## src/rtl/uart_tx_sched_pkg.sv

```systemverilog
// rtl/uart_tx_sched_pkg.sv - shared types and reset constants for the uart transmit scheduler
package uart_tx_sched_pkg;

    typedef enum logic [1:0] {
        TS_IDLE  = 2'd0,
        TS_XFER  = 2'd1,
        TS_DRAIN = 2'd2,
        TS_CFG   = 2'd3
    } ts_state_t;

    // 16-deep FIFO needs to represent 0..16 inclusive
    localparam int         UART_FIFO_COUNTER_W = 5;
    localparam logic [7:0] UART_LCR_RST        = 8'h83;
    localparam logic [7:0] UART_DL_RST         = 8'd27;

endpackage

```

## src/rtl/uart_rr_arb.sv

```systemverilog
// rtl/uart_rr_arb.sv - combinational round-robin picker, first request at or after ptr
module uart_rr_arb
    import uart_tx_sched_pkg::*;
#(
    parameter int N  = 4,
    parameter int PW = (N > 1) ? $clog2(N) : 1
) (
    input  logic [N-1:0]  req,
    input  logic [PW-1:0] ptr,
    output logic [N-1:0]  gnt,
    output logic          any
);

    logic [2*N-1:0] dbl;
    logic [2*N-1:0] back;
    logic [N-1:0]   rot;
    logic [N-1:0]   pick;

    // rotate so ptr sits at bit 0, isolate lowest set bit, rotate back
    always_comb begin
        dbl  = {req, req} >> ptr;
        rot  = dbl[N-1:0];
        pick = rot & (~rot + N'(1));
        back = {pick, pick} << ptr;
        gnt  = back[2*N-1:N];
        any  = |req;
    end

endmodule

```

## src/rtl/uart_tx_sched.sv

```systemverilog
// rtl/uart_tx_sched.sv - packet round-robin scheduler and drain-safe line config for the uart transmit FIFO
module uart_tx_sched
    import uart_tx_sched_pkg::*;
#(
    parameter int         N          = 4,
    parameter int         FIFO_DEPTH = 16,
    parameter int         CNT_W      = UART_FIFO_COUNTER_W,
    parameter int         DRAIN_CYC  = 2048,
    parameter logic [7:0] LCR_RST    = UART_LCR_RST,
    parameter logic [7:0] DL_RST     = UART_DL_RST
) (
    input  logic             clk,
    input  logic             rst,
    input  logic [N-1:0]     req_valid,
    input  logic [8*N-1:0]   req_data,
    input  logic [N-1:0]     req_last,
    output logic [N-1:0]     req_ready,
    output logic [N-1:0]     grant,
    input  logic             cfg_valid,
    input  logic [7:0]       cfg_lcr,
    input  logic [7:0]       cfg_dl,
    output logic             cfg_ready,
    output logic             cfg_done,
    output logic [7:0]       lcr,
    output logic [7:0]       dl,
    output logic [7:0]       tdr,
    output logic             tf_push,
    input  logic [CNT_W-1:0] tf_count,
    output logic             busy
);

    localparam int             PW         = (N > 1) ? $clog2(N) : 1;
    localparam int             DW         = $clog2(DRAIN_CYC + 1);
    localparam logic [DW-1:0]  DRAIN_LAST = DW'(DRAIN_CYC - 1);
    localparam logic [CNT_W:0] DEPTH_L    = (CNT_W + 1)'(FIFO_DEPTH);

    ts_state_t     state, state_d;
    logic [N-1:0]  grant_d;
    logic [PW-1:0] rr_ptr, rr_ptr_d;
    logic [DW-1:0] drain_cnt, drain_cnt_d;
    logic          load_cfg;
    logic          cfg_pend;
    logic [7:0]    sh_lcr, sh_dl;

    logic [N-1:0]  arb_gnt;
    logic          arb_any;
    logic [7:0]    own_data;
    logic          own_last;
    logic [PW-1:0] own_idx;
    logic [CNT_W:0] fill;
    logic          space_ok;
    logic          hs;
    logic          fifo_idle;

    uart_rr_arb #(.N(N), .PW(PW)) u_arb (
        .req (req_valid),
        .ptr (rr_ptr),
        .gnt (arb_gnt),
        .any (arb_any)
    );

    always_comb begin
        own_data = '0;
        own_last = 1'b0;
        own_idx  = '0;
        for (int i = 0; i < N; i++) begin
            if (grant[i]) begin
                own_data = req_data[8*i +: 8];
                own_last = req_last[i];
                own_idx  = PW'(i);
            end
        end
    end

    // tf_count lags our push by one cycle, so the in-flight push is added back
    assign fill      = {1'b0, tf_count} + {{CNT_W{1'b0}}, tf_push};
    assign space_ok  = fill < DEPTH_L;
    assign req_ready = (state == TS_XFER && space_ok) ? grant : '0;
    assign hs        = |(req_valid & req_ready);
    assign fifo_idle = (tf_count == '0) && !tf_push;
    assign cfg_ready = !cfg_pend;
    assign busy      = (state != TS_IDLE);

    always_ff @(posedge clk or posedge rst) begin
        if (rst) begin
            state <= TS_IDLE;
        end else begin
            state <= state_d;
        end
    end

    always_comb begin
        state_d     = state;
        grant_d     = grant;
        rr_ptr_d    = rr_ptr;
        drain_cnt_d = drain_cnt;
        load_cfg    = 1'b0;
        case (state)
            TS_IDLE: begin
                if (cfg_pend) begin
                    drain_cnt_d = '0;
                    state_d     = TS_DRAIN;
                end else if (arb_any) begin
                    grant_d = arb_gnt;
                    state_d = TS_XFER;
                end
            end
            TS_XFER: begin
                if (hs && own_last) begin
                    rr_ptr_d = (own_idx == PW'(N - 1)) ? '0 : own_idx + PW'(1);
                    grant_d  = '0;
                    state_d  = TS_IDLE;
                end
            end
            TS_DRAIN: begin
                // the hold-off only counts once the FIFO is empty and nothing is in flight
                if (fifo_idle) begin
                    if (drain_cnt == DRAIN_LAST) begin
                        drain_cnt_d = '0;
                        state_d     = TS_CFG;
                    end else begin
                        drain_cnt_d = drain_cnt + DW'(1);
                    end
                end else begin
                    drain_cnt_d = '0;
                end
            end
            TS_CFG: begin
                load_cfg = 1'b1;
                state_d  = TS_IDLE;
            end
            default: begin
                grant_d = '0;
                state_d = TS_IDLE;
            end
        endcase
    end

    always_ff @(posedge clk or posedge rst) begin
        if (rst) begin
            grant     <= '0;
            rr_ptr    <= '0;
            drain_cnt <= '0;
            tf_push   <= 1'b0;
            tdr       <= '0;
            cfg_done  <= 1'b0;
        end else begin
            grant     <= grant_d;
            rr_ptr    <= rr_ptr_d;
            drain_cnt <= drain_cnt_d;
            tf_push   <= hs;
            cfg_done  <= load_cfg;
            if (hs) begin
                tdr <= own_data;
            end
        end
    end

    always_ff @(posedge clk or posedge rst) begin
        if (rst) begin
            cfg_pend <= 1'b0;
            sh_lcr   <= LCR_RST;
            sh_dl    <= DL_RST;
            lcr      <= LCR_RST;
            dl       <= DL_RST;
        end else if (load_cfg) begin
            lcr      <= sh_lcr;
            dl       <= sh_dl;
            cfg_pend <= 1'b0;
        end else if (cfg_valid && !cfg_pend) begin
            sh_lcr   <= cfg_lcr;
            sh_dl    <= cfg_dl;
            cfg_pend <= 1'b1;
        end
    end

endmodule

```

## config.mk

```make
export PLATFORM = sky130hd
export DESIGN_NAME = uart_tx_sched
export DESIGN_NICKNAME = d
export VERILOG_FILES = /design/src/rtl/uart_tx_sched_pkg.sv /design/src/rtl/uart_rr_arb.sv /design/src/rtl/uart_tx_sched.sv
export SDC_FILE = /design/constraint.sdc
export NUM_CORES = 1
export LEC_CHECK = 0
export CORE_AREA = 5 5 103 86
export CTS_CLUSTER_SIZE = 20
export DETAILED_ROUTE_END_ITERATION = 7
export DIE_AREA = 0 0 108 91
export PLACE_DENSITY_LB_ADDON = 0.1
export SLEW_MARGIN = 15
export SYNTH_ARGS = -nofsm -noshare
export SYNTH_HDL_FRONTEND = slang
export SYNTH_SLANG_ARGS = --single-unit
```

## constraint.sdc

```tcl
create_clock -name clk -period 3.11 [get_ports clk]
set_clock_uncertainty 0.05 [all_clocks]
set_input_delay 0.622 -clock clk [delete_from_list [all_inputs] [get_ports clk]]
set_output_delay 0.622 -clock clk [all_outputs]
set_load 0.01 [all_outputs]
```

# Word level (Yosys, flattened, before mapping)
# Cells that the tools add are included.
[op_classes]
add_sub_neg = 4
mul = 0
div = 0
order_cmp = 1
eq_ne = 12
shifts = 2
mux = 30
bitwise_logic = 4
reduce_logical = 19
[ops]
columns = ["op", "count"]
rows = [
  ["12-bit two-way mux", 3],
  ["8-bit two-way mux", 4],
  ["12-bit case mux with 2 select lines", 1],
  ["2-bit two-way mux", 8],
  ["4-bit two-way mux", 4],
  ["12-bit by 1-bit adder with 12-bit output (second input constant)", 1],
  ["12-bit by 11-bit equality test with 1-bit output (second input constant)", 1],
  ["2-bit inequality test (second input constant)", 5],
  ["4-bit bitwise AND", 2],
  ["1-bit two-way mux", 8],
  ["2-bit case mux with 4 select lines", 1],
  ["4-bit case mux with 2 select lines", 1],
  ["4-bit AND reduction", 2],
  ["2-bit nonzero test", 4],
  ["4-bit OR reduction", 2],
  ["8-bit by 2-bit << shifter with 8-bit output", 1],
  ["8-bit by 2-bit >> shifter with 4-bit output", 1],
  ["5-bit by 1-bit adder with 6-bit output", 1],
  ["2-bit equality test (second input constant)", 3],
  ["6-bit by 5-bit less-than comparator with 1-bit output (second input constant)", 1],
  ["2-bit AND reduction", 3],
  ["5-bit zero test", 1],
  ["4-bit by 1-bit adder with 4-bit output (second input constant)", 1],
  ["1-bit logical AND", 4],
  ["8 further kinds", 9],
]
[totals]
regBits = 63
latch_bits = 0
ram_bits = 0
mem_bits_ro = 0
in_bits = 64
output_inout_bits = 36
wordCells = 84
mem_count = 0

# Longest topological paths before layout
[depth]
word_depth = 9
mapped_depth = 8
depth_no_buf = 6

# Hierarchy
# From an unflattened synthesis, not the netlist that was laid out.
[unflattened]
hier_cells = 278
area_unflattened_um2 = 3179.3
[by_module_without_submodules]
columns = ["mod", "n_inst", "cells_each", "area_each_um2", "seq_area_each_um2"]
rows = [
  ["uart_tx_sched", 1, 259, 3061.7, 1594.0],
  ["uart_rr_arb", 1, 19, 117.6, 0.0],
]

# Least setup slack after synthesis
# No wires, ideal clock.
[synth_timing]
path_type = "input -> register"
startpoint = "input req_valid[0]"
endpoint = "register rr_ptr[0]"
setup_ns = 0.125
arrival_time_ns = 1.864
setup_slack_ns = 1.071
stages = 7
cell_sequence = "clkbuf_2 a22oi_1 nand2_1 and3_1 buf_4 nor4b_4 mux2_4"
[synth_between]
elab_chain_cells = 4
[synth_lines]
columns = ["element", "line", "source"]
rows = [
  ["from (decl)", "uart_tx_sched.sv:14", "input logic [N-1:0] req_valid,"],
  ["4-bit bitwise AND", "uart_tx_sched.sv:79", "assign hs = |(req_valid & req_ready);"],
  ["4-bit OR reduction", "uart_tx_sched.sv:79", ""],
  ["1-bit logical AND", "uart_tx_sched.sv:109", "if (hs && own_last) begin"],
  ["2-bit AND reduction (no line)", "n/a", ""],
  ["to (signal assigned)", "uart_tx_sched.sv:149", "rr_ptr <= rr_ptr_d;"],
  ["to (decl)", "uart_tx_sched.sv:39", "logic [PW-1:0] rr_ptr, rr_ptr_d;"],
]
# No other way between the ends.
# A chain may end at the register's enable or synchronous reset.

# Worst setup path after layout
[layout_timing]
startpoint = "input tf_count[2]"
endpoint = "output req_ready[2]"
[layout_between]
elab_chain_cells = 4
[layout_lines]
columns = ["element", "line", "source"]
rows = [
  ["from (decl)", "uart_tx_sched.sv:28", "input logic [CNT_W-1:0] tf_count,"],
  ["5-bit by 1-bit adder with 6-bit output", "uart_tx_sched.sv:76", "assign fill = {1'b0, tf_count} + {{CNT_W{1'b0}}, tf_push};"],
  ["6-bit by 5-bit less-than comparator with 1-bit output", "uart_tx_sched.sv:77", "assign space_ok = fill < DEPTH_L;"],
  ["1-bit logical AND", "uart_tx_sched.sv:78", "assign req_ready = (state == TS_XFER && space_ok) ? grant : '0;"],
  ["4-bit two-way mux", "uart_tx_sched.sv:78", ""],
  ["to (decl)", "uart_tx_sched.sv:17", "output logic [N-1:0] req_ready,"],
]
# No other way between the ends.

==> metrics <==
outcome=finished clean; Comb pwr share=0.072; fin. max-slew vios=0; Rows=29; sequential power share=0.480; Post-layout nets=450; Hold Crit Start=sh_lcr[5]$_DFFE_PP0P_; endpoints failing setup=0; footprint of the multi-input gates=0.00131 mm2; synthesized area=0.00300 mm2; setup slack at placement=0.333 ns; capturing point of the worst reg2reg path=rr_ptr[0]$_DFFE_PP0P_; Syn. warnings=0; LEAKAGE=1.80 nW; Slew HR=0.614; RR Startpoint=grant[2]$_DFFE_PP0P_; syn_nets=347; flops & latches, synth=63; gr usage total=0.160; setup TNS=0 ns; CORE AREA=0.00769 mm2; PD cells=408 mW/mm2; fraction of layout cells with a size suffix above 1=0.190; initial antenna violation count=0; hold worst-path end=sh_lcr[5]$_DFFE_PP0P_; FF/Latch Area=0.00159 mm2; Final Hold Viols=0; Die W=108 um; Clk pwr share=0.448; CP Max Fanout=5; via count=2503; Post-CTS Hold Fix Bufs=0; max-capacitance violation count=0; Initial DRT Pass Iterations=4; DP Cell Count=482; Post-CTS Setup Inserts=0; vias in the first global route=2482; drt total wl=7710 um; CTS tree=done; Initial Util=0.390; internal cell power=1.43 mW; Mapped Cells=282; Final GP Congestion=0.790; Fmax=360 MHz; root buffer cell=clkbuf_8; CP startpoint kind=input pin; switching fraction of total power=0.196; total clock sinks=63; # IOs=100; CTS Buf Count=9; global-route wire length before repair=12600 um; grt total ovfl=0; hold depth=1; fin crit period=2.78 ns; Die Area=0.00983 mm2; Seq/Total Area, Yosys=0.532; EDFF count, synth=0; Slew @ Worst Pin=0.574 ns; Clock Tree Buf Depth=2; largest net degree at the start of global routing=42; Port Buf Inserts=99; Worst-path clk slew=0.07 ns; Main synth FF type=dfrtp_1; post-CTS sizing=0; Mean Syn Cell Area=10.6 um2; Ant. Diodes=0; R2R depth=4; Post-synth ARST share=1.00; Post-route DRC=0; Netlist cell types=45; Hold Crit Class=reg -> reg; worst reg2reg setup slack=1.02 ns; final setup margin=0.333 ns; drt initial violations=178; htree depth=3; Die Y=91 um; Design Area, Final=0.00435 mm2; kind of critical path=in -> out; vias per cell=5.03; non-filler instance count after layout=498; filler instances=699; Placed Area=0.00413 mm2; post-DP HPWL=5610 um; Tcrit/Tclk final=0.893; worst vdd ir=0.000391 V; post-route ant nets=0; crit end category=output pin; wire length per cell=15.5 um; P&R area growth vs syn=45.1%; Skew-Pair Late Insertion Delay=0.33 ns; unrepaired setup endpoints after global routing=no; arrival time worst endpoint=2.10 ns; Worst Path Required=2.44 ns; Switching Power=0.347 mW
==> metal layers <==
metal  global-route usage  up-vias  wire length, um
li1                     -     1232                -
met1                0.210     1178             3530
met2                0.250       91             3510
met3               0.0638        2              644
met4               0.0347        0               29
met5                    0        -                0
==> critical path: stages <==
cell and delay (ns):
clkdlybuf4s50_1 0.41, and3_1 0.18, nand3_1 0.14, and3_1 0.19
clkdlybuf4s50_1 0.55
==> metrics by stage <==
step	total power, mW	utilization	hold slack [ns]
6_report	1.77	0.565	0.453
5_1_grt	1.85	0.565	0.468
4_1_cts	1.80	0.565	0.455
3_5_place_dp	0.996	0.536	0.441
3_3_place_gp	0.993	0.536	0.430
2_1_floorplan	0.900	-	0.408
==> flip-flops by register name (all words and copies together) (netlist names) <==
| name | count |
|---|---|
| sh_lcr | 8 |
| rr_ptr | 2 |
| lcr | 8 |
| state | 2 |
| tf_push | 1 |
| tdr | 8 |
| grant | 4 |
| cfg_pend | 1 |
| drain_cnt | 12 |
| cfg_done | 1 |
| sh_dl | 8 |
| dl | 8 |
==> cells in the mapped netlist (2+ instances only) <==
master	instances	share of area
buf_2	3	0.0050
o21ai_0	11	0.018
a22oi_1	2	0.0050
nor2b_1	2	0.0042
o41ai_1	3	0.0088
nand2_1	17	0.021
or3_1	2	0.0042
clkinv_1	2	0.0025
a31oi_1	6	0.013
o2111ai_1	2	0.0058
a221oi_1	8	0.023
dfstp_2	14	0.12
nand2b_1	2	0.0042
o22ai_1	5	0.010
inv_1	6	0.0075
nor3_1	12	0.020
nor2_1	27	0.034
clkbuf_1	8	0.010
mux2_2	32	0.12
and3_1	8	0.017
o31ai_1	2	0.0050
dfrtp_1	49	0.41
nand3_1	9	0.015
a21oi_1	27	0.045
or2_2	2	0.0042
clkbuf_2	2	0.0033
==> placed cells by master (no fill, tap or decap), types with 2 or more instances in the layout <==
cell type,instances
clkdlybuf4s50_1,99
dfrtp_1,49
mux2_2,32
a21oi_1,27
nor2_1,27
nand2_1,17
dfstp_2,14
nor3_1,12
o21ai_0,11
clkbuf_8,11
nand3_1,9
and3_1,8
a221oi_1,8
a31oi_1,6
buf_4,6
inv_1,5
o22ai_1,5
o41ai_1,3
clkinv_1,2
nor2b_1,2
a22oi_1,2
o2111ai_1,2
or2_2,2
nand2b_1,2
o31ai_1,2
or3_1,2
bufinv_16,2
clkbuf_1,2
==> power groups by stage <==
stage	clock network, mW	registers [mW]	logic, mW
6_report	0.794	0.852	0.128
5_1_grt	0.859	0.853	0.140
4_1_cts	0.818	0.852	0.130
3_5_place_dp	0	0.867	0.130
3_3_place_gp	0	0.865	0.127
2_1_floorplan	0	0.864	0.0364
==> kinds of logic after synthesis <==
| logic type | count (synthesis) | share of synthesized area |
|---|---|---|
| muxes | 34 | 0.129 |
| buffers and inverters | 22 | 0.0309 |
| and+or+nand+nor | 90 | 0.154 |
| adders and majority gates | 1 | 0.00417 |
| DFF | 63 | 0.532 |
| AOI/OAI and AO/OA | 72 | 0.151 |
==> layout make-up <==
type,instances,share of cell area
Sequential cell,63,0.367
Multi-Input combinational cell,197,0.301
Timing Repair Buffer,106,0.243
Clock buffer,13,0.0365
Tap cell,108,0.0311
Clock inverter,3,0.0150
Inverter,8,0.00690
==> worst max path at each step <==
stage | end | cells after the start | start
global route | req_ready[2] | 5 | tf_count[1]
detailed placement | req_ready[2] | 5 | tf_count[2]
global placement | req_ready[2] | 5 | tf_count[2]
floorplan | cfg_done$_DFF_PP0_ | 1 | rst
finish | req_ready[2] | 5 | tf_count[2]
CTS | req_ready[2] | 5 | tf_count[2]
Power figures use the tool's default switching activity.
